<file path="src/rtl/uart_move_ctrl.sv">
// uart_move_ctrl: parses ASCII move/reset frames from uart_rx and replies K/E through uart_tx
module uart_move_ctrl #(
  parameter int TIMEOUT_CYCLES = 86800
) (
  input  logic       clk,
  input  logic       reset,
  input  logic       rx_data_valid,
  input  logic [7:0] rx_byte,
  output logic       move_valid,
  output logic [3:0] move_cell,
  input  logic       move_ready,
  output logic       game_reset,
  input  logic       tx_busy,
  output logic       tx_start,
  output logic [7:0] tx_byte,
  output logic       err_pulse,
  output logic [1:0] err_code,
  output logic [7:0] err_count
);
  localparam int TW = $clog2(TIMEOUT_CYCLES);
  typedef enum logic [2:0] {IDLE, GOT_M, GOT_DIGIT, GOT_R, ISSUE, ACK} state_t;
  state_t state, state_n;
  logic [TW-1:0] timer, timer_n;
  logic [3:0] cell_n;
  logic [7:0] tx_byte_n;
  logic [1:0] code_n;
  logic tx_start_n, game_reset_n, err_n, bad, tmo, is_m, is_r, is_cr, is_digit, in_frame;
  // next-state, reply and error decode; registered outputs are computed one step ahead
  always_comb begin
    in_frame = state inside {GOT_M, GOT_DIGIT, GOT_R};
    tmo = in_frame && !rx_data_valid && timer == TW'(TIMEOUT_CYCLES - 1);
    is_m = (rx_byte | 8'h20) == 8'h6D;
    is_r = (rx_byte | 8'h20) == 8'h72;
    is_cr = rx_byte == 8'h0D;
    is_digit = rx_byte >= 8'h31 && rx_byte <= 8'h39;
    state_n = state;
    cell_n = move_cell;
    tx_byte_n = tx_byte;
    tx_start_n = 1'b0;
    game_reset_n = 1'b0;
    err_n = 1'b0;
    code_n = err_code;
    bad = 1'b0;
    case (state)
      IDLE:
        if (rx_data_valid) begin
          if (is_m) state_n = GOT_M;
          else if (is_r) state_n = GOT_R;
          else bad = !is_cr && rx_byte != 8'h0A;
        end
      GOT_M:
        if (rx_data_valid) begin
          if (is_digit) begin
            state_n = GOT_DIGIT;
            cell_n = rx_byte[3:0] - 4'd1;
          end else bad = 1'b1;
        end
      GOT_DIGIT:
        if (rx_data_valid) begin
          if (is_cr) state_n = ISSUE;
          else bad = 1'b1;
        end
      GOT_R:
        if (rx_data_valid) begin
          if (is_cr) begin
            state_n = ACK;
            tx_byte_n = 8'h4B;
            game_reset_n = 1'b1;
          end else bad = 1'b1;
        end
      ISSUE:
        if (move_valid && move_ready) begin
          state_n = ACK;
          tx_byte_n = 8'h4B;
        end
      ACK:
        if (!tx_busy) begin
          tx_start_n = 1'b1;
          state_n = IDLE;
        end
      default: state_n = IDLE;
    endcase
    if (bad || tmo) begin
      state_n = ACK;
      tx_byte_n = 8'h45;
      err_n = 1'b1;
      code_n = tmo ? 2'd1 : 2'd0;
    end
    if (rx_data_valid && (state == ISSUE || state == ACK)) begin
      err_n = 1'b1;
      code_n = 2'd2;
    end
    timer_n = (rx_data_valid || !(state_n inside {GOT_M, GOT_DIGIT, GOT_R})) ? '0 : timer + TW'(1);
  end
  // state, timer and all outputs registered; reset drops any pending move silently
  always_ff @(posedge clk or posedge reset) begin
    if (reset) begin
      state <= IDLE;
      timer <= '0;
      move_valid <= 1'b0;
      move_cell <= '0;
      game_reset <= 1'b0;
      tx_start <= 1'b0;
      tx_byte <= '0;
      err_pulse <= 1'b0;
      err_code <= '0;
      err_count <= '0;
    end else begin
      state <= state_n;
      timer <= timer_n;
      move_valid <= state_n == ISSUE;
      move_cell <= cell_n;
      game_reset <= game_reset_n;
      tx_start <= tx_start_n;
      tx_byte <= tx_byte_n;
      err_pulse <= err_n;
      err_code <= code_n;
      err_count <= err_count + {7'd0, err_n && err_count != 8'hFF};
    end
  end
endmodule

</file>
<file path="config.mk">
export PLATFORM = sky130hd
export DESIGN_NAME = uart_move_ctrl
export DESIGN_NICKNAME = d
export VERILOG_FILES = /design/src/rtl/uart_move_ctrl.sv
export SDC_FILE = /design/constraint.sdc
export NUM_CORES = 1
export LEC_CHECK = 0
export ABC_AREA = 1
export CAP_MARGIN = 20
export CORE_MARGIN = 2
export CORE_UTILIZATION = 53
export DETAILED_ROUTE_END_ITERATION = 10
export GPL_ROUTABILITY_DRIVEN = 1
export PLACE_DENSITY = 0.79
export REMOVE_ABC_BUFFERS = 1
export SYNTH_ARGS = -nofsm -noshare
export SYNTH_HDL_FRONTEND = slang
export SYNTH_SLANG_ARGS = --single-unit
export TNS_END_PERCENT = 30
</file>
<file path="constraint.sdc">
create_clock -name clk -period 2.85 [get_ports clk]
set_clock_uncertainty 0.15 [all_clocks]
set_input_delay 0.4275 -clock clk [delete_from_list [all_inputs] [get_ports clk]]
set_output_delay 0.4275 -clock clk [all_outputs]
set_load 0.01 [all_outputs]
</file>
; Word level (Yosys, flattened, before mapping)
; Index checks and enable logic that the tools add are counted.
[classes]
order_cmp = 2
reduce_logical = 21
add_sub_neg = 3
n_eq_ne = 18
n_mux = 37
[op_table]
columns = op, n
row1 = $mux W3, 12
row2 = $mux W8, 4
row3 = $pmux W3 S6, 1
row4 = $add A17 B1 Y17 const B, 1
row5 = $eq A17 B17 Y1 const B, 1
row6 = $mux W17, 1
row7 = $pmux W8 S2, 1
row8 = $mux W1, 15
row9 = $eq A7 B6 Y1 const B, 2
row10 = $eq A3 B2 Y1 const B, 4
row11 = $eq A3 B3 Y1 const B, 3
row12 = $reduce_bool A3 Y1, 3
row13 = $add A8 B1 Y8, 1
row14 = $eq A8 B4 Y1 const B, 1
row15 = $ge A8 B6 Y1 const B, 1
row16 = $le A8 B6 Y1 const B, 1
row17 = $ne A8 B4 Y1 const B, 1
row18 = $ne A8 B8 Y1 const B, 1
row19 = $logic_and A1 B1 Y1, 7
row20 = $eq A3 B1 Y1 const B, 2
row21 = $ne A3 B2 Y1 const B, 2
row22 = $mux W2, 2
row23 = $reduce_and A4 Y1, 1
row24 = $sub A4 B1 Y4 const B, 1
row25 = other kinds (8), 12
[word_totals]
ff_bits = 46
output_inout_bits = 26
inputBits = 13

; Depth between registers and ports, before layout
; Gate-level depths: netlist of the first run.
[depth]
ltp_word = 14
ltp_mapped = 21
mapped_depth_nobuf = 21

; Worst setup path after synthesis of the first run
; No wires, ideal clock.
[synth_path]
path_type = input -> register
from = in rx_byte[1]
to = reg err_count[7]
t_arrival_ns = 2.324
setup_slack_ns = 0.296
t_required_ns = 2.621
cell_stages = 21
setup_ns = 0.079
path_cell_list = inv_1 > ha_1 > inv_1 > nand2_1 > nor2_1 > nor2_1 > nand2_1 > nand2_1 > nand2_1 > nand3_2 > nand2_1 > inv_1 > nand2_1 > o21ai_0 > inv_1 > ha_1 > nand3_1 > nor2_1 > nand2_1 > nor3_1 > xor2_1
[synth_between]
elab_chain_cells = 12
[synth_lines]
columns = element, line_no
row1 = from (decl), 8  ; input logic [7:0] rx_byte,
row2 = branches (longest 6 deep; another with $ge A8 B6 Y1), -
row3 = $pmux W1 S3 *, 44  ; case (state)
row4 = $logic_or A1 B1 Y1 *, 83  ; if (bad || tmo) begin
row5 = $mux W1 *, 83
row6 = $mux W1 *, 89  ; if (rx_data_valid && (state == ISSUE || state == ACK)) begin
row7 = named net err_n, 27  ; logic tx_start_n, game_reset_n, err_n, bad, tmo, is_m, is_r, is_cr, is_digit, in_frame;
row8 = $logic_and A1 B1 Y1 *, 118  ; err_count <= err_count + {7'd0, err_n && err_count != 8'hFF};
row9 = $add A8 B1 Y8 *, 118
row10 = to (signal assigned), 118
row11 = to (decl), 18  ; output logic [7:0] err_count
; Mark *: on every way through the listed nets, which the timed path passes.
; A chain may end at the register's enable or synchronous reset.

; Final worst setup path of the first run
[layout_path]
from = in rx_byte[6]
to = reg err_count[5]
; Same word-level chain as after synthesis.

==> results by group, run 1 <==
Worst hold path
  – Hold path cells: 2
  – Hold path startpoint: rx_byte[0]
  – Hold Path Class: in -> reg
  – Hold endpoint: move_cell[0]

Layout
  – Ant. Diodes: 0
  – Area Growth Syn to Fin: 24.7%
  – Nets: 354
  – Reg area: 1030 um^2
  – Fillers: 383
  – Share of cells above drive strength 1: 15.8%
  – Area of the multi-input gates: 1160 um^2
  – Final Non-Filler Cells: 388
  – Fin util: 68.3%

Timing
  – Max-slew headroom: 66.5%
  – TNS Setup: 0 ns
  – Worst-margin pin slew: 0.502 ns
  – Fin. Hold Viols: 0
  – Crit path time final: 2.54 ns
  – Endpoints failing setup: 0
  – Slew Limit Fails: 0
  – Max Clk Rate: 0.393 GHz
  – RSZ-0062 raised after global routing: no
  – Final setup margin: 0.307 ns
  – Crit share post-route: 89.2%
  – Hold_ws: 0.258 ns

CTS
  – H-tree lvl count: 2
  – Maximum clock path buffer count: 2
  – CTS tree: yes
  – Root Buffer: clkbuf_8
  – Number of buffers created by CTS: 5
  – Hold-fix buffers at CTS: 0
  – Clk Latency, worst-skew pair: 0.30 ns
  – Reg clk slew, reported paths: 0.08 ns
  – CTS sink count: 41
  – Cts repair resizes: 0
  – Post-CTS Setup Inserts: 0

Global routing
  – Initial antenna violation count: 0
  – Vias in the first global route: 1920
  – Grt ovf: 0
  – First-pass GRT wire length: 7970 um
  – GRT Overall Usage: 20.0%
  – Largest net degree at the start of global routing: 42

Yosys
  – Synth cell types: 29
  – Area contributors post-synth: dfrtp_1 43%, nand2_1 9.2%, nor2_1 6.3%
  – Mapped Cells: 284
  – Syn Area/Cell: 8.34 um^2
  – EDFF count, synth: 0
  – Post-synth top area cell: dfrtp_1
  – Sequential share of the synthesized area: 43.3%
  – Area share of the largest cell type after synthesis: 43.3%
  – Cell Area, Synth: 2370 um^2
  – Asr flop ratio synth: 100%
  – Ys flop type: dfrtp_1
  – Synth warn: 0
  – Synth Register Bits: 41

Drt
  – Detailed Route WL: 4690 um
  – Post-route antenna net violation count: 0
  – DR iter-0 viols: 93
  – Vias per cell: 4.94
  – DRT Pass-1 Iters: 4
  – Residual DRC: 0
  – DR WL/cell: 12.1 um
  – Vias: 1915

Setup path
  – Crit Path Class: in -> reg
  – CP Launch Type: primary input
  – Worst-path fanout max: 5
  – Capturing point of the worst reg2reg path: err_count[5]
  – Worst EP required: 2.91 ns
  – R2R Setup Slk: 0.37 ns
  – Worst r2r path cells: 16
  – WP data arrival: 2.61 ns
  – Worst r2r src: state[1]
  – CP endpoint kind: register

Pwr
  – Leak Pwr: 1.41 nW
  – VDD IR-drop max: 0.444 mV
  – PwrDens: 695 nW/um^2

Floorplanning
  – Die X: 70.9 um
  – Die Area: 5020 um^2
  – Die Ht: 70.9 um
  – Rows: 24
  – Number of I/O pins: 39
  – Initial core utilization: 54.8%
  – Core area: 4320 um^2

Outcome
  – Status: finished, final reports clean

Place
  – Port Buf Inserts: 35
  – Placed Cells: 380
  – Place WS: -0.232 ns
  – Gp weighted congestion: 0.928
  – Dpl hpwl: 3570 um

Flow run
  – MaxCap Viol Count: 0
## registers in the layout (all words and copies together), names as in the netlist
signal,cells
err_code,2
err_count,8
err_pulse,1
game_reset,1
move_cell,4
move_valid,1
state,3
timer,17
tx_byte,3
tx_start,1
## report_power, final
| group | leakage [nW] | switching (mW) | internal, mW |
|---|---|---|---|
| Sequential | 0.530 | 0.115 | 0.714 |
| Combinational | 0.832 | 0.457 | 0.393 |
| Clock | 0.0439 | 0.205 | 0.169 |
## layout by cell type (no fill, tap or decap), drive strengths merged, types with 5 or more instances in the layout
| cell | instances |
|---|---|
| clkdlybuf4s50 | 31 |
| clkbuf | 5 |
| ha | 6 |
| nand2 | 59 |
| inv | 39 |
| buf | 15 |
| nand4 | 10 |
| nand3 | 20 |
| nor3 | 8 |
| xor2 | 16 |
| o21ai | 8 |
| nor2 | 54 |
| dfrtp | 41 |
## worst max path at each step
stage                     startpoint            to  slack, ns  depth (start not counted)
final                     rx_byte[6]  err_count[5]       0.31                         19
after global routing      rx_byte[4]  err_count[7]       0.01                         19
after CTS                 rx_byte[0]  err_count[7]       0.08                         20
after detailed placement  rx_byte[0]  err_count[7]      -0.23                         20
after global placement    rx_byte[0]  err_count[7]      -0.14                         20
after floorplan           rx_byte[1]  err_count[7]       0.30                         21
## critical path, stage by stage
cell and delay [ns]:
clkdlybuf4s50_1 0.48, nor2_2 0.20, nand2_1 0.08, nor2_1 0.15, nand2_1 0.07, nand2_1 0.05, nand2_1 0.06, nand3_2 0.08
nand2_2 0.05, inv_1 0.07, nand2_1 0.06, o21ai_0 0.07, inv_1 0.06, ha_2 0.17, nand3_1 0.10, nor2_1 0.05
nand2_1 0.09, buf_4 0.12, xor2_1 0.15
## cell usage after synthesis (3+ instances only)
| cell | number |
|---|---|
| nand3_1 | 18 |
| dfrtp_1 | 41 |
| xnor2_1 | 4 |
| nor2_1 | 40 |
| a21o_1 | 3 |
| ha_1 | 6 |
| o21ai_0 | 7 |
| nand4_2 | 3 |
| buf_4 | 5 |
| nor2_4 | 11 |
| nor3_1 | 6 |
| nand2_1 | 58 |
| nor2_2 | 3 |
| nand4_1 | 7 |
| inv_1 | 37 |
| a21oi_1 | 3 |
| xor2_1 | 16 |
## final cells by class
class	instances	share of cell area, %
Tap cell	52	2.20
Multi-Input combinational cell	198	39.2
Clock buffer	5	2.33
Clock inverter	3	0.593
Timing Repair Buffer	50	16.0
Inverter	39	4.96
Sequential cell	41	34.7
## routing by layer
layer | track usage [%] | vias up | share of wire [%]
met5 | 0 | - | 0
met4 | 8.81 | 0 | 1.4
met3 | 3.70 | 6 | 3.4
met2 | 35.7 | 34 | 51
met1 | 23.5 | 895 | 44
li1 | - | 980 | -
## logic make-up after synthesis
group,after synthesis,synth area share (%)
buf+inv,47,9.03
simple gates,155,33.7
xor+xnor,20,7.40
fa+ha+maj,6,3.17
flops,41,43.3
compound gates,14,3.27
other cells,1,0.158
## per-stage QoR
stage	total power [mW]	instance area [um^2]
2_1_floorplan	1.28	2310
3_3_place_gp	1.66	2840
3_5_place_dp	1.69	2840
4_1_cts	2.06	2920
5_1_grt	2.19	2950
6_report	2.05	2950
(Power assumes the default switching activity.)
==> run 2: changes to the inputs <==
- clock period: 2.85 -> 2.8 ns (I/O delays scaled with it)
==> run 2 against run 1 <==
Sequential share of layout area is 1.0 points lower. Total power is 6.9% higher. Worst setup slack worse by 0.0095 ns. Flip-flop and latch count stayed put. Core utilization is 2.1 points higher. Global-route usage is 0.51 points higher. Register-to-register slack worse by 0.06 ns. Sequential power is 2% higher. Count of clock-buffer cells in the layout stayed put. Critical path type unchanged.
==> results by group, run 2 (synthesis results as in run 1) <==
Setup path
  – R2R Setup Slk: 0.31 ns (-0.06 ns)
  – Worst path bufs/invs: 4 (unchanged)
  – Crit Path Class: in -> reg
  – CP endpoint kind: register
  – Worst-path fanout max: 3 (-2)
  – Critical path's largest stage delay: 0.25 ns (-0.23 ns)
  – Worst EP required: 2.89 ns (-0.02 ns)
  – CP max stage cell: dlygate4sd2_1
  – CP Launch Type: primary input
  – WP data arrival: 2.59 ns (-0.02 ns)
  – Cell breakdown of the critical path: dlygate4sd2_1, inv_2, ha_2, nand2_1, nor2_1, nor2_1, nand2_1, nand2_1, nand2_1, nand3_2, nand2_1, inv_1, nand2_1, o21ai_0, inv_1, ha_2, nand3_2, nor2_2, nand2_1, nor3_2, xor2_1
  – Top delay family on crit path: simple AND/OR/NAND/NOR gates
  – Cell mode on critical path: nand2_1

Global routing
  – Vias in the first global route: 1884 (-1.9%)
  – Initial antenna violation count: 0 (unchanged)
  – GRT Overall Usage: 20.5% (+0.51 points)
  – Largest net degree at the start of global routing: 42 (unchanged)
  – Grt ovf: 0 (unchanged)
  – First-pass GRT wire length: 8150 um (+2.2%)

Layout
  – Ant. Diodes: 0 (unchanged)
  – Fillers: 356 (-7.0%)
  – Largest Register: timer
  – Share of cells above drive strength 1: 18.4% (+2.6 points)
  – Commonest non-fill, non-tap cell in the layout: nand2_1
  – Area Growth Syn to Fin: 28.6%
  – Commonest cells after routing, fill and taps aside: 58 x nand2_1, 40 x dfrtp_1, 39 x nor2_1, 35 x inv_1, 28 x clkdlybuf4s50_1
  – Largest register FFs: 17 (unchanged)
  – Biggest regs: timer (17), err_count (8), move_cell (4)
  – Nets: 360 (+1.7%)

CTS
  – CTS tree: yes
  – Root Buffer: clkbuf_8
  – Clk Latency, worst-skew pair: 0.31 ns (about the same)
  – Hold-fix buffers at CTS: 0 (unchanged)
  – H-tree lvl count: 2 (unchanged)
  – Maximum clock path buffer count: 2 (unchanged)
  – Reg clk slew, reported paths: 0.09 ns (about the same)
  – CTS sink count: 41 (unchanged)
  – Number of buffers created by CTS: 5 (unchanged)

Place
  – Port Buf Inserts: 35 (unchanged)
  – Place WS: -0.403 ns (-0.171 ns)
  – Gp weighted congestion: 0.909 (-2.0%)
  – Dpl hpwl: 3670 um (+2.9%)

Drt
  – Vias per cell: 5.08 (+3.0%)
  – DRT Pass-1 Iters: 4 (unchanged)
  – Post-route antenna net violation count: 0 (unchanged)
  – Detailed Route WL: 4970 um (+5.9%)
  – M1 WL: 2090 um (+1.6%)
  – Met2 WL post-DR: 2590 um (+7.4%)
  – Residual DRC: 0 (unchanged)
  – Routed met3 length: 209 um (+32%)
  – DR WL/cell: 12.6 um (+4.3%)
  – DR top layer: met4
  – Vias: 2002 (+4.5%)
  – DR iter-0 viols: 129 (+39%)

Timing
  – Final setup margin: 0.297 ns (-0.00951 ns)
  – Endpoints failing setup: 0 (unchanged)
  – Fin. Hold Viols: 0 (unchanged)
  – RSZ-0062 raised after global routing: no
  – Crit share post-route: 89.4%
  – Crit path time final: 2.50 ns
  – Worst-margin pin slew: 0.513 ns (+0.0103 ns)
  – Slew Limit Fails: 0 (unchanged)
  – Max-slew headroom: 65.5% (-1.1 points)
  – Max Clk Rate: 0.400 GHz

Pwr
  – VDD IR-drop max: 0.713 mV (+61%)
  – Leak Pwr: 1.47 nW (+4.2%)
  – Cell internal pwr: 1.37 mW (+7.1%)
  – Seq pwr share: 38.7% (-1.7 points)
  – Power Total: 2.20 mW (+6.9%)
  – Switching share of power: 37.7% (-0.13 points)
  – PwrDens: 721 nW/um^2 (+3.7%)
  – Combinational share of power: 43.4% (+2.0 points)
  – Clock power frac: 18.0% (-0.2 points)
  – Net Switching: 0.828 mW (+6.6%)

Floorplanning
  – Rows: 24 (unchanged)
  – Initial core utilization: 54.8% (unchanged)
  – Die Ht: 70.9 um (unchanged)
  – Die X: 70.9 um (unchanged)
  – Die Area: 5020 um^2 (unchanged)
  – Number of I/O pins: 39 (unchanged)
  – Core area: 4320 um^2 (unchanged)

Outcome
  – Status: finished, final reports clean

Flow run
  – MaxCap Viol Count: 0 (unchanged)

Worst hold path
  – Hold Path Class: in -> reg
run 2: cell count changes in the layout (fill, tap and decap cells not counted), sizes merged:
cell / delta
dlygate4sd2: +1
buf: +6
clkinv: +1
clkdlybuf4s50: -3
clkbuf: +1
clkinvlp: -1
dlymetal6s2s: +1
run 2: power by group through the flow:
stage          Clock, mW  Combinational [mW]  Sequential (mW)
2_1_floorplan          0               0.419            0.887
6_report           0.394               0.953            0.849
3_5_place_dp           0               0.922            0.851
4_1_cts            0.400               0.931            0.840
5_1_grt            0.431                1.04            0.864
3_3_place_gp           0               0.898            0.848
run 2: layout make-up:
class	count	area, um^2	area share (%)
Sequential cell	41	1030	33.7
Clock buffer	5	68.8	2.26
Inverter	39	146	4.80
Clock inverter	3	22.5	0.739
Tap cell	52	65.1	2.14
Multi-Input combinational cell	198	1180	38.6
Timing Repair Buffer	56	539	17.7
run 2: per-stage QoR:
step,std cells,hold WS (ns),utilization [%],area [um^2],TNS [ns]
after floorplan,278,0.283,-,2310,0
after global placement,383,0.294,66.7,2880,-0.742
after detailed placement,383,0.323,66.7,2880,-1.66
after CTS,391,0.332,69.2,2990,0
after global routing,394,0.264,70.5,3050,0
final,394,0.248,70.5,3050,0
run 2: path summary, 6_finish.rpt:
kind	start	end	cells after the start
max in group asynchronous	reset	state[1]	3
worst min-delay path	rx_byte[0]	move_cell[0]	2
min in group asynchronous	reset	err_count[7]	3
worst min register to register	timer[0]	timer[0]	1
worst max register to register	timer[0]	err_count[7]	15
worst max-delay path	rx_byte[1]	err_count[7]	21
run 2: worst register-to-register path, cell delays in order (launching register included):
cell	delay [ns]
dfrtp_1	0.38
ha_1	0.23
nand3_1	0.20
nor2_1	0.17
nand4_2	0.12
nand2_1	0.10
inv_1	0.05
nand2_1	0.07
o21ai_0	0.09
inv_1	0.07
ha_2	0.18
nand3_2	0.09
nor2_2	0.11
nand2_1	0.08
nor3_2	0.16
xor2_1	0.17
run 2: layer usage:
metal  global-route usage (%)  vias up
li1                         -      996
met1                     24.5      957
met2                     34.7       41
met3                     5.56        8
met4                     9.22        0
met5                        0        -
run 2: repair_timing:
item	4_1_cts	5_1_grt
hold endpoints to repair	0	0
endpoints found under the setup margin	1	4
setup buffers	0	3
gates resized for setup	7	14
pin swaps	2	4
